==> src/rtl/serial_subtractor_16_if.sv <==
// serial_subtractor_16_if: operand and result valid/ready handshakes of the serial subtractor.
interface serial_subtractor_16_if #(parameter int WIDTH = 16);
    logic             in_valid;
    logic             in_ready;
    logic [WIDTH-1:0] a;
    logic [WIDTH-1:0] b;
    logic             bin;
    logic             out_valid;
    logic             out_ready;
    logic [WIDTH-1:0] diff;
    logic             bout;
    modport master (output in_valid, a, b, bin, out_ready, input in_ready, out_valid, diff, bout);
    modport slave  (input in_valid, a, b, bin, out_ready, output in_ready, out_valid, diff, bout);
endinterface

==> src/rtl/serial_subtractor_16.sv <==
// serial_subtractor_16: bit-serial a - b - bin, one full-subtractor cell, LSB first.
module serial_subtractor_16 #(parameter int WIDTH = 16) (
    input logic                   clk,
    input logic                   rst,
    serial_subtractor_16_if.slave bus
);
    localparam int CW = $clog2(WIDTH);
    typedef enum logic [1:0] {IDLE, RUN, DONE} state_t;
    state_t           state;
    logic [WIDTH-1:0] ar, bsr, res;
    logic             br;
    logic [CW-1:0]    cnt;
    logic             ak, bk, d, br_next;
    assign ak = ar[0];
    assign bk = bsr[0];
    assign d = ak ^ bk ^ br;
    assign br_next = (~ak & bk) | (~(ak ^ bk) & br);
    assign bus.in_ready = state == IDLE;
    assign bus.out_valid = state == DONE;
    always_ff @(posedge clk or posedge rst) begin
        if (rst) begin
            state    <= IDLE;
            ar       <= '0;
            bsr      <= '0;
            res      <= '0;
            br       <= 1'b0;
            cnt      <= '0;
            bus.diff <= '0;
            bus.bout <= 1'b0;
        end else begin
            case (state)
                IDLE: if (bus.in_valid) begin
                    ar    <= bus.a;
                    bsr   <= bus.b;
                    br    <= bus.bin;
                    cnt   <= '0;
                    state <= RUN;
                end
                RUN: begin
                    res <= {d, res[WIDTH-1:1]};
                    ar  <= ar >> 1;
                    bsr <= bsr >> 1;
                    br  <= br_next;
                    cnt <= cnt + 1'b1;
                    if (cnt == CW'(WIDTH - 1)) begin
                        // diff is a separate register so it stays stable while the next operation shifts
                        bus.diff <= {d, res[WIDTH-1:1]};
                        bus.bout <= br_next;
                        cnt      <= '0;
                        state    <= DONE;
                    end
                end
                DONE: if (bus.out_ready) state <= IDLE;
                default: state <= IDLE;
            endcase
        end
    end
endmodule

==> src/flat_wrapper.sv <==
// flat-port wrapper written by rule: the top's interface ports become plain ports
module serial_subtractor_16_flat 
#(parameter int WIDTH = 16)
  (clk, rst, bus_in_valid, bus_a, bus_b, bus_bin, bus_out_ready, bus_in_ready, bus_out_valid, bus_diff, bus_bout);
  serial_subtractor_16_if #(.WIDTH(WIDTH)) bus_i ();
  input logic clk;
  input logic rst;
  input wire logic [$bits(bus_i.in_valid)-1:0] bus_in_valid;
  input wire logic [$bits(bus_i.a)-1:0] bus_a;
  input wire logic [$bits(bus_i.b)-1:0] bus_b;
  input wire logic [$bits(bus_i.bin)-1:0] bus_bin;
  input wire logic [$bits(bus_i.out_ready)-1:0] bus_out_ready;
  output wire logic [$bits(bus_i.in_ready)-1:0] bus_in_ready;
  output wire logic [$bits(bus_i.out_valid)-1:0] bus_out_valid;
  output wire logic [$bits(bus_i.diff)-1:0] bus_diff;
  output wire logic [$bits(bus_i.bout)-1:0] bus_bout;
  assign bus_i.in_valid = bus_in_valid;
  assign bus_i.a = bus_a;
  assign bus_i.b = bus_b;
  assign bus_i.bin = bus_bin;
  assign bus_i.out_ready = bus_out_ready;
  assign bus_in_ready = bus_i.in_ready;
  assign bus_out_valid = bus_i.out_valid;
  assign bus_diff = bus_i.diff;
  assign bus_bout = bus_i.bout;
  serial_subtractor_16 #(.WIDTH(WIDTH)) u_core (.clk(clk), .rst(rst), .bus(bus_i));
endmodule
==> config.mk <==
export PLATFORM = sky130hd
export DESIGN_NAME = serial_subtractor_16_flat
export DESIGN_NICKNAME = d
export VERILOG_FILES = /design/src/rtl/serial_subtractor_16_if.sv /design/src/rtl/serial_subtractor_16.sv /design/src/flat_wrapper.sv
export SDC_FILE = /design/constraint.sdc
export NUM_CORES = 1
export LEC_CHECK = 0
export CORE_ASPECT_RATIO = 1.2
export CORE_MARGIN = 10
export CORE_UTILIZATION = 56
export CTS_CLUSTER_DIAMETER = 80
export DETAILED_ROUTE_END_ITERATION = 6
export HOLD_SLACK_MARGIN = 0.05
export MAX_ROUTING_LAYER = met4
export PLACE_DENSITY = 0.89
export SYNTH_ARGS = -nofsm -noshare
export SYNTH_HDL_FRONTEND = slang
export SYNTH_SLANG_ARGS = --single-unit
==> constraint.sdc <==
create_clock -name clk -period 3.4 [get_ports clk]
set_clock_uncertainty 0.05 [all_clocks]
set_input_delay 0.68 -clock clk [delete_from_list [all_inputs] [get_ports clk]]
set_output_delay 0.68 -clock clk [all_outputs]
set_load 0.05 [all_outputs]
; Word-level counts from Yosys, hierarchy flattened
; Index checks and enable logic that the tools add are counted.
[totals]
ff_bits = 72
input_bits = 37
output_inout_bits = 19
elab_cells = 40
[op_classes]
n_addsub = 1
eq_ne = 6
muxes = 13
bitwise_logic = 7
reduce_logical = 5
[op_table]
columns = operator, n
row1 = $pmux W16 S2, 2
row2 = $mux W16, 2
row3 = $mux W4, 2
row4 = $pmux W4 S2, 1
row5 = $mux W2, 3
row6 = $pmux W2 S3, 1
row7 = $add A4 B1 Y4 const B, 1
row8 = $eq A4 B4 Y1 const B, 1
row9 = $ne A2 B2 Y1 const B, 2
row10 = $reduce_and A2 Y1, 2
row11 = $reduce_and A3 Y1, 1
row12 = $and A1 B1 Y1, 2
row13 = $eq A2 B1 Y1 const B, 1
row14 = $eq A2 B2 Y1 const B, 1
row15 = $logic_not A2 Y1, 1
row16 = $ne A2 B1 Y1 const B, 1
row17 = $not A1 Y1, 2
row18 = $pmux W1 S2, 1
row19 = $reduce_bool A2 Y1, 1
row20 = $xor A1 B1 Y1, 2
row21 = $mux W1, 1
row22 = $or A1 B1 Y1, 1

; Logic depth before layout (Yosys ltp)
; Gate-level depths: netlist of run 1.
[depth]
depth_word = 5
depth_mapped = 7
mapped_depth_nobuf = 5

; Worst setup path before layout of run 1
; Ideal clock, no wire load.
[synth_path]
kind = register -> output
start = register u_core.state[0]
end = output port bus_out_valid
arrival_ns = 1.230
required_time_ns = 2.670
setup_slack_ns = 1.440
path_stages_with_launch = 3
n_path_buf = 1
cell_sequence = dfrtp_1 > buf_4 > nor2b_1
[synth_between]
elab_chain_len = 1
[synth_rtl]
columns = element, line_no
row1 = start: declaration, serial_subtractor_16.sv:9  ; state_t state;
row2 = start signal: assignment, serial_subtractor_16.sv:22  ; state <= IDLE;
row3 = start signal: assignment, serial_subtractor_16.sv:37  ; state <= RUN;
row4 = start signal: assignment, serial_subtractor_16.sv:50  ; state <= DONE;
row5 = $eq A2 B2 Y1, serial_subtractor_16.sv:19  ; assign bus.out_valid = state == DONE;
row6 = end: declaration, flat_wrapper.sv:14  ; output wire logic [$bits(bus_i.out_valid)-1:0] bus_out_valid;
; Every way passes these cells.

; Final worst setup path of run 1
[layout_path]
start = register u_core.state[1]
end = output port bus_out_valid
; The elaborated chain is that of the path after synthesis.

==> results of run 1 <==
-- sequential cells by signal (all words and copies together), names as in the netlist --
register         flops
u_core.state         2
u_core.ar           16
u_core.bsr          16
u_core.res          15
u_core.br            1
u_core.bus.bout      1
u_core.bus.diff     16
u_core.cnt           4
-- cell type report --
cell class / count / area [um2]
clock buffer: 14 / 183
clock inverter: 2 / 12.5
fill: 397 / 1450
inverter: 6 / 22.5
multi-input combinational: 186 / 1210
sequential: 71 / 1780
tap: 62 / 77.6
timing repair buffer: 60 / 601
-- cells by family after synthesis --
group	after synthesis	share of synthesized area
simple gates	92	0.125
flops	71	0.574
mux	48	0.172
compound gates	44	0.0777
buf+inv	24	0.0409
fa+ha+maj	2	0.0105
-- critical path, delay by kind of cell (launching register included) --
family	cells	cell delay [ns]
and+or+nand+nor	1	0.22
buffers and inverters	1	0.83
DFF	1	0.57
-- metrics by stage --
stage               setup WS (ns)  hold slack, ns  power, uW  cells
global placement             1.04           0.409       2960    385
floorplan                   0.873           0.396       2610    281
detailed placement          0.992           0.421       3030    385
CTS                         0.669           0.436       3680    401
global route                0.596           0.462       3900    401
finish                      0.703           0.429       3630    401
-- routing by layer --
metal | up-vias | global-route usage
met5 | - | -
met4 | 0 | 0.0848
met3 | 14 | 0.0337
met2 | 51 | 0.218
met1 | 1014 | 0.167
li1 | 1040 | -
-- layout by cell type (no fill, tap or decap), drive strengths merged, types with 5 or more instances in the layout --
master	synthesis	final
mux2i	31	31
o21ai	32	32
buf	12	5
nand2	80	80
clkdlybuf4s50	0	55
dfrtp	71	71
nor2b	5	5
inv	6	6
clkbuf	6	14
mux2	17	17
-- report_power, final --
part	switching, uW	total, uW	internal [uW]
Combinational	885	1540	656
Clock	300	644	344
Sequential	233	1450	1220
-- worst min path at each step --
| stage | startpoint | endpoint | slack [ns] |
|---|---|---|---|
| finish | u_core.bsr[2] | u_core.bsr[2] | 0.43 |
| global route | u_core.ar[9] | u_core.ar[9] | 0.46 |
| CTS | u_core.bsr[2] | u_core.bsr[2] | 0.44 |
| detailed placement | u_core.bsr[2] | u_core.bsr[2] | 0.42 |
| global placement | u_core.res[1] | u_core.res[1] | 0.41 |
| floorplan | u_core.res[1] | u_core.res[1] | 0.40 |
==> results.json, run 1 <==
{
  "slew_headroom": 0.453,
  "start_util": 0.580,
  "cts_buffer_depth": 2,
  "yosys.area.top_type": "dfrtp_1",
  "timing.final.crit_share": 0.793,
  "row_count": 29,
  "dpl_cell_area_um2": 3690,
  "hp-class": "register to register",
  "fin_nets": 373,
  "power_density_nw_per_um2": 937,
  "ctsResizeCount": 0,
  "reg2reg_slack_ns": 1.05,
  "start_kind": "register",
  "crit_path_end_kind": "output port",
  "area_growth_pct": 25.5,
  "via_per_inst": 5.28,
  "setup_viol": 0,
  "post-cts-setup-buffers": 0,
  "grtUsageTotal": 0.143,
  "crit_end": "bus_out_valid",
  "vias": 2119,
  "die_height_um": 101,
  "reg2reg_depth": 4,
  "crit_type": "register to output port",
  "gp_congestion": 0.738,
  "drive_gt1_frac": 0.124,
  "grt_antenna_before_repair": 0,
  "grt-ovfl-total": 0,
  "grt_pass1_vias": 2184,
  "grt_pass1_wl_um": 9760,
  "rsz0062_at_grt": "false",
  "ys_seq_area_frac": 0.574,
  "clkSinkCount": 71,
  "hold_viol": 0,
  "r2r_end": "u_core.bus.diff[2]",
  "drt_iter0_drc": 98,
  "diodes": 0,
  "wl_um": 5710,
  "synthTopCellsByCount": "nand2_1 (80), dfrtp_1 (71), o21ai_0 (32)",
  "worst_slew_pin_slew_ns": 0.819,
  "leakage_uw": 0.00187,
  "remaining_drc_errors": 0,
  "drtAntennaViolNets": 0,
  "crit_chain": "nor2b_1 -> clkdlybuf4s50_1",
  "r2r_start": "u_core.state[1]",
  "met2_wirelength_um": 2700,
  "max_cap_violations": 0,
  "synth_edf_count": 0,
  "dr.pass1.iters": 4,
  "coreArea_um2": 5330,
  "yosys-top-cells-area": "dfrtp_1 (57%), mux2i_1 (10%), nand2_1 (9.7%)",
  "cts_buffers": 9,
  "cp.arrival_ns": 1.97,
  "slew_violations": 0,
  "die_w_um": 87.8,
  "slowest_delay_ns": 0.83,
  "cts.hold.buffers_added": 0,
  "place_hpwl_um": 4150,
  "synthArstFlopShare": 1.00,
  "cts_max_level": 3,
  "outcome": "finished, final reports clean",
  "clkTransAtPathRegs_ns": 0.07,
  "peakVddDrop_mv": 0.441,
  "cp.required_ns": 2.67,
  "insertion_delay_ns": 0.35,
  "syn-num-nets": 320,
  "max_freq_mhz": 371,
  "synth_most_common_cell": "nand2_1",
  "syn_area_per_cell_um2": 11.0,
  "port_buffers": 55,
  "wl_met3_um": 300,
  "synth_top_area_share": 0.574,
  "crit_path_start": "u_core.state[1]",
  "whs_path_depth": 2,
  "final_util": 0.728,
  "ioPinCount": 56,
  "clock-root-buffer": "clkbuf_8",
  "synthFlopType": "dfrtp_1",
  "synth.distinct_cells": 29,
  "postLayoutCellArea_um2": 3880,
  "met1Wirelength_um": 2580,
  "grt_max_degree": 45,
  "fin_crit_ns": 2.70,
  "worstPathMaxFanout": 10,
  "ys_seq_elements": 71,
  "netlist_area_um2": 3090,
  "wire_per_inst_um": 14.2,
  "die_area_um2": 8910,
  "top_layer_used": "met4",
  "finalSetupTns_ns": 0,
  "cts_tree": "built",
  "crit_slowest_cell": "clkdlybuf4s50_1",
  "synth_cells": 281,
  "yosys_warnings": 0
}
Power figures use the tool's default switching activity.
==> run 2: changes to the inputs <==
CORE_UTILIZATION = 47   (was 56)
PLACE_DENSITY = 0.81   (was 0.89)
clock period = 2.42 ns   (was 3.4 ns; I/O delays follow)
==> results.json, run 2 (synthesized netlist as in run 1, its figures left out) <==
{
  "fin_crit_ns": 2.18,
  "hp-class": "register to register",
  "internal-power_uw": 3110,
  "grt_antenna_before_repair": 0,
  "start_kind": "register",
  "path_delay_family": "buffers and inverters",
  "slowest_delay_ns": 0.81,
  "port_buffers": 55,
  "cts_buffer_depth": 2,
  "cts_tree": "built",
  "crit_path_end_kind": "output port",
  "coreArea_um2": 6410,
  "gp_congestion": 0.738,
  "setup_viol": 0,
  "grt_pass1_vias": 2295,
  "clock-root-buffer": "clkbuf_8",
  "drtAntennaViolNets": 0,
  "post-cts-setup-buffers": 0,
  "power_frac_comb": 0.446,
  "row_count": 32,
  "wire_per_inst_um": 14.3,
  "cp.required_ns": 1.89,
  "die_height_um": 109,
  "crit_chain": "nor2_1 -> clkdlybuf4s50_1",
  "drive_gt1_frac": 0.129,
  "drt_iter0_drc": 48,
  "leakage_uw": 0.00189,
  "fillers": 532,
  "outcome": "finished, final reports clean",
  "p_sw_uw": 2010,
  "die_w_um": 94.1,
  "dr.pass1.iters": 5,
  "pwr-share-clk": 0.159,
  "area_growth_pct": 27.5,
  "max_cap_violations": 0,
  "vias": 2164,
  "rsz0062_at_grt": "false",
  "worstPathMaxFanout": 2,
  "worst_slew_pin_slew_ns": 0.505,
  "ctsResizeCount": 0,
  "clkSinkCount": 71,
  "cts_buffers": 9,
  "via_per_inst": 5.08,
  "power_density_nw_per_um2": 1300,
  "clkTransAtPathRegs_ns": 0.06,
  "place_hpwl_um": 4380,
  "grt_max_degree": 45,
  "swShare": 0.393,
  "slew_violations": 0,
  "layout_common_cells": "nand2_1 (80), dfrtp_1 (71), clkdlybuf4s50_1 (54), o21ai_0 (32), mux2i_1 (31)",
  "ioPinCount": 56,
  "crit_type": "register to output port",
  "wl_um": 6110,
  "cp.arrival_ns": 1.64,
  "insertion_delay_ns": 0.34,
  "max_freq_mhz": 460,
  "peakVddDrop_mv": 0.607,
  "postLayoutCellArea_um2": 3940,
  "fin_nets": 377,
  "seq_power_share": 0.394,
  "cts.hold.buffers_added": 0,
  "final_common_cell": "nand2_1",
  "slew_headroom": 0.662,
  "worst-path-buf-inv": 1,
  "top_regs": "u_core.ar (16), u_core.bsr (16), u_core.bus.diff (16)",
  "hold_viol": 0,
  "remaining_drc_errors": 0,
  "grt-ovfl-total": 0,
  "dpl_cell_area_um2": 3780,
  "die_area_um2": 10200,
  "crit_slowest_cell": "clkdlybuf4s50_1",
  "finalSetupTns_ns": 0,
  "diodes": 0,
  "cts_max_level": 3,
  "grt_pass1_wl_um": 10200,
  "timing.final.crit_share": 0.899,
  "start_util": 0.483,
  "grtUsageTotal": 0.129
}
## run 2: worst register-to-register path: stages, from the launching register on
cell      delay [ns]
dfrtp_1         0.38
buf_4           0.18
nand2b_4        0.16
nor3_4          0.18
buf_4           0.31
mux2_2          0.38
## run 2: area by class of cell
| type | count | area (um2) | area share |
|---|---|---|---|
| Sequential cell | 71 | 1780 | 0.451 |
| Timing Repair Buffer | 64 | 666 | 0.169 |
| Tap cell | 85 | 106 | 0.0270 |
| Clock inverter | 1 | 5.00 | 0.00127 |
| Inverter | 6 | 22.5 | 0.00571 |
| Clock buffer | 13 | 159 | 0.0403 |
| Multi-Input combinational cell | 186 | 1210 | 0.306 |
## run 2: metrics by stage
stage                util  power [uW]  hold WS [ns]  setup slack, ns  instances
global route        0.616        5500         0.457            0.156        426
global placement    0.590        4240         0.409            0.466        412
floorplan               -        3660         0.396           0.0894        281
CTS                 0.616        5190         0.435            0.199        426
finish              0.616        5120         0.432            0.244        426
detailed placement  0.590        4360         0.420            0.432        412
## run 2: final timing paths
path	from	depth (start not counted)	slack (ns)	to
setup / recovery	u_core.state[0]	2	0.24	bus_in_ready
hold / removal	u_core.res[1]	2	0.43	u_core.res[1]
setup reg to reg	u_core.state[1]	5	0.68	u_core.bus.diff[8]
hold reg to reg	u_core.res[1]	2	0.43	u_core.res[1]
max in group asynchronous	rst	3	1.63	u_core.state[0]
min in group asynchronous	rst	3	0.44	u_core.ar[3]
## run 2: power by group through the flow
stage          sequential [uW]  combinational [uW]  clock, uW
2_1_floorplan             2390                1280          0
3_3_place_gp              2010                2230          0
3_5_place_dp              2040                2320          0
4_1_cts                   2020                2320        841
5_1_grt                   2090                2510        901
6_report                  2020                2290        816
## run 2: metal layers
layer	global-route usage	vias to the layer above	part of all wire
met4	0.0641	0	0.016
met5	-	-	0
met1	0.143	1044	0.44
met2	0.209	59	0.49
li1	-	1049	-
met3	0.0385	12	0.053
==> run 3: changes to the inputs <==
--- a/config.mk
+++ b/config.mk
@@ -7,3 +7,3 @@
 export LEC_CHECK = 0
-export CORE_ASPECT_RATIO = 1.2
+export CORE_ASPECT_RATIO = 0.75
 export CORE_MARGIN = 10
==> constraint.sdc (replaced) <==
create_clock -name clk -period 1.89 [get_ports clk]
set_clock_uncertainty 0.05 [all_clocks]
set_input_delay 0.4725 -clock clk [delete_from_list [all_inputs] [get_ports clk]]
set_output_delay 0.4725 -clock clk [all_outputs]
set_load 0.05 [all_outputs]
==> results.json, run 3 (synthesized netlist as in run 1, its figures left out) <==
{
  "fillers": 537,
  "cts_buffer_depth": 2,
  "remaining_drc_errors": 0,
  "crit_type": "register to output port",
  "die_area_um2": 10300,
  "start_util": 0.487,
  "cts_buffers": 9,
  "wl_um": 6200,
  "place_ws_ns": 0.112,
  "diodes": 0,
  "vias": 2128,
  "grt_pass1_wl_um": 10800,
  "drtAntennaViolNets": 0,
  "fin_nets": 380,
  "start_kind": "register",
  "rsz0062_at_grt": "false",
  "row_count": 25,
  "holdWs_ns": 0.405,
  "area_growth_pct": 29.1,
  "crit_slowest_cell": "dfrtp_1",
  "leakage_uw": 0.00195,
  "slew_headroom": 0.814,
  "drive_gt1_frac": 0.197,
  "place_hpwl_um": 4540,
  "die_height_um": 90.3,
  "final_common_cell": "nand2_1",
  "slew_violations": 0,
  "max_freq_mhz": 567,
  "clock-root-buffer": "clkbuf_8",
  "clkSinkCount": 71,
  "top_regs": "u_core.ar (16), u_core.bsr (16), u_core.bus.diff (16)",
  "coreArea_um2": 6350,
  "finalSetupTns_ns": 0,
  "setup_viol": 0,
  "drt_iter0_drc": 97,
  "wire_per_inst_um": 14.5,
  "cp.required_ns": 1.37,
  "cts_max_level": 3,
  "insertion_delay_ns": 0.34,
  "grt_max_degree": 43,
  "cts_tree": "built",
  "ioPinCount": 56,
  "worstPathMaxFanout": 8,
  "layout_common_cells": "nand2_1 (80), dfrtp_1 (71), clkdlybuf4s50_1 (36), o21ai_0 (32), mux2i_1 (31)",
  "grt-ovfl-total": 0,
  "dp_cells": 411,
  "clkTransAtPathRegs_ns": 0.07,
  "grtUsageTotal": 0.129,
  "final_util": 0.629,
  "crit_chain": "buf_4 -> nor2_2 -> buf_12",
  "worst_slew_pin_slew_ns": 0.272,
  "slowest_delay_ns": 0.42,
  "outcome": "finished, final reports clean",
  "fin_ws_ns": 0.128,
  "peakVddDrop_mv": 0.638,
  "power_density_nw_per_um2": 1690,
  "dr.pass1.iters": 4,
  "hold_viol": 0,
  "cts.hold.buffers_added": 0,
  "max_cap_violations": 0,
  "fin_crit_ns": 1.76,
  "hp-class": "input pin to async pin",
  "port_buffers": 55,
  "crit_path_end_kind": "output port",
  "post-cts-setup-buffers": 0,
  "timing.final.crit_share": 0.932,
  "final_cells": 426,
  "via_per_inst": 5.00,
  "ctsResizeCount": 0,
  "gp_congestion": 0.751,
  "die_w_um": 114,
  "grt_antenna_before_repair": 0,
  "cp.arrival_ns": 1.24,
  "grt_pass1_vias": 2214
}
-- run 3: cell types whose count changed in the layout (fill, tap and decap cells not counted) --
cell,change
nor2_1,-1
nor2_2,+1
clkinvlp_4,+2
inv_2,-1
clkbuf_1,-1
bufinv_16,+1
buf_4,+18
clkdlybuf4s50_1,-18
buf_12,+3
-- run 3: per-stage QoR --
step / area (um2) / total power [uW]
2_1_floorplan: 3100 / 4690
3_3_place_gp: 3790 / 5480
3_5_place_dp: 3790 / 5620
4_1_cts: 3990 / 6830
5_1_grt: 3990 / 7250
6_report: 3990 / 6750
-- run 3: layout make-up --
cell class / count / area, um2 / share of cell area
inverter: 6 / 26.3 / 0.00658
timing repair buffer: 67 / 681 / 0.170
sequential: 71 / 1780 / 0.445
tap: 81 / 101 / 0.0254
clock buffer: 12 / 155 / 0.0388
multi-input combinational: 186 / 1210 / 0.303
clock inverter: 3 / 42.5 / 0.0107
-- run 3: final timing paths --
path | from | endpoint | slack, ns | depth (start not counted)
setup / recovery | u_core.state[0] | bus_in_ready | 0.13 | 3
hold / removal | rst | u_core.bsr[15] | 0.40 | 2
setup reg to reg | u_core.cnt[0] | u_core.bus.diff[9] | 0.27 | 5
hold reg to reg | u_core.bsr[8] | u_core.bsr[8] | 0.43 | 2
max in group asynchronous | rst | u_core.bus.diff[10] | 0.89 | 3
min in group clk | u_core.bsr[8] | u_core.bsr[8] | 0.43 | 2
-- run 3: layer usage --
layer	GRT usage	wire length, um
met3	0.0445	288
met1	0.162	2890
met5	-	0
met2	0.193	2960
met4	0.0348	61
-- run 3: report_power, final --
group	switching (uW)	internal, uW	leakage [uW]	total, uW
clock network	520	673	0.0000985	1190
logic	1700	1270	0.000946	2960
registers	404	2190	0.000904	2590
total	2620	4130	0.00195	6750
-- run 3: critical path, delay by kind of cell, from the launching register on --
kind	cells	cell delay, ns
buf+inv	2	0.34
simple gates	1	0.15
flops	1	0.42
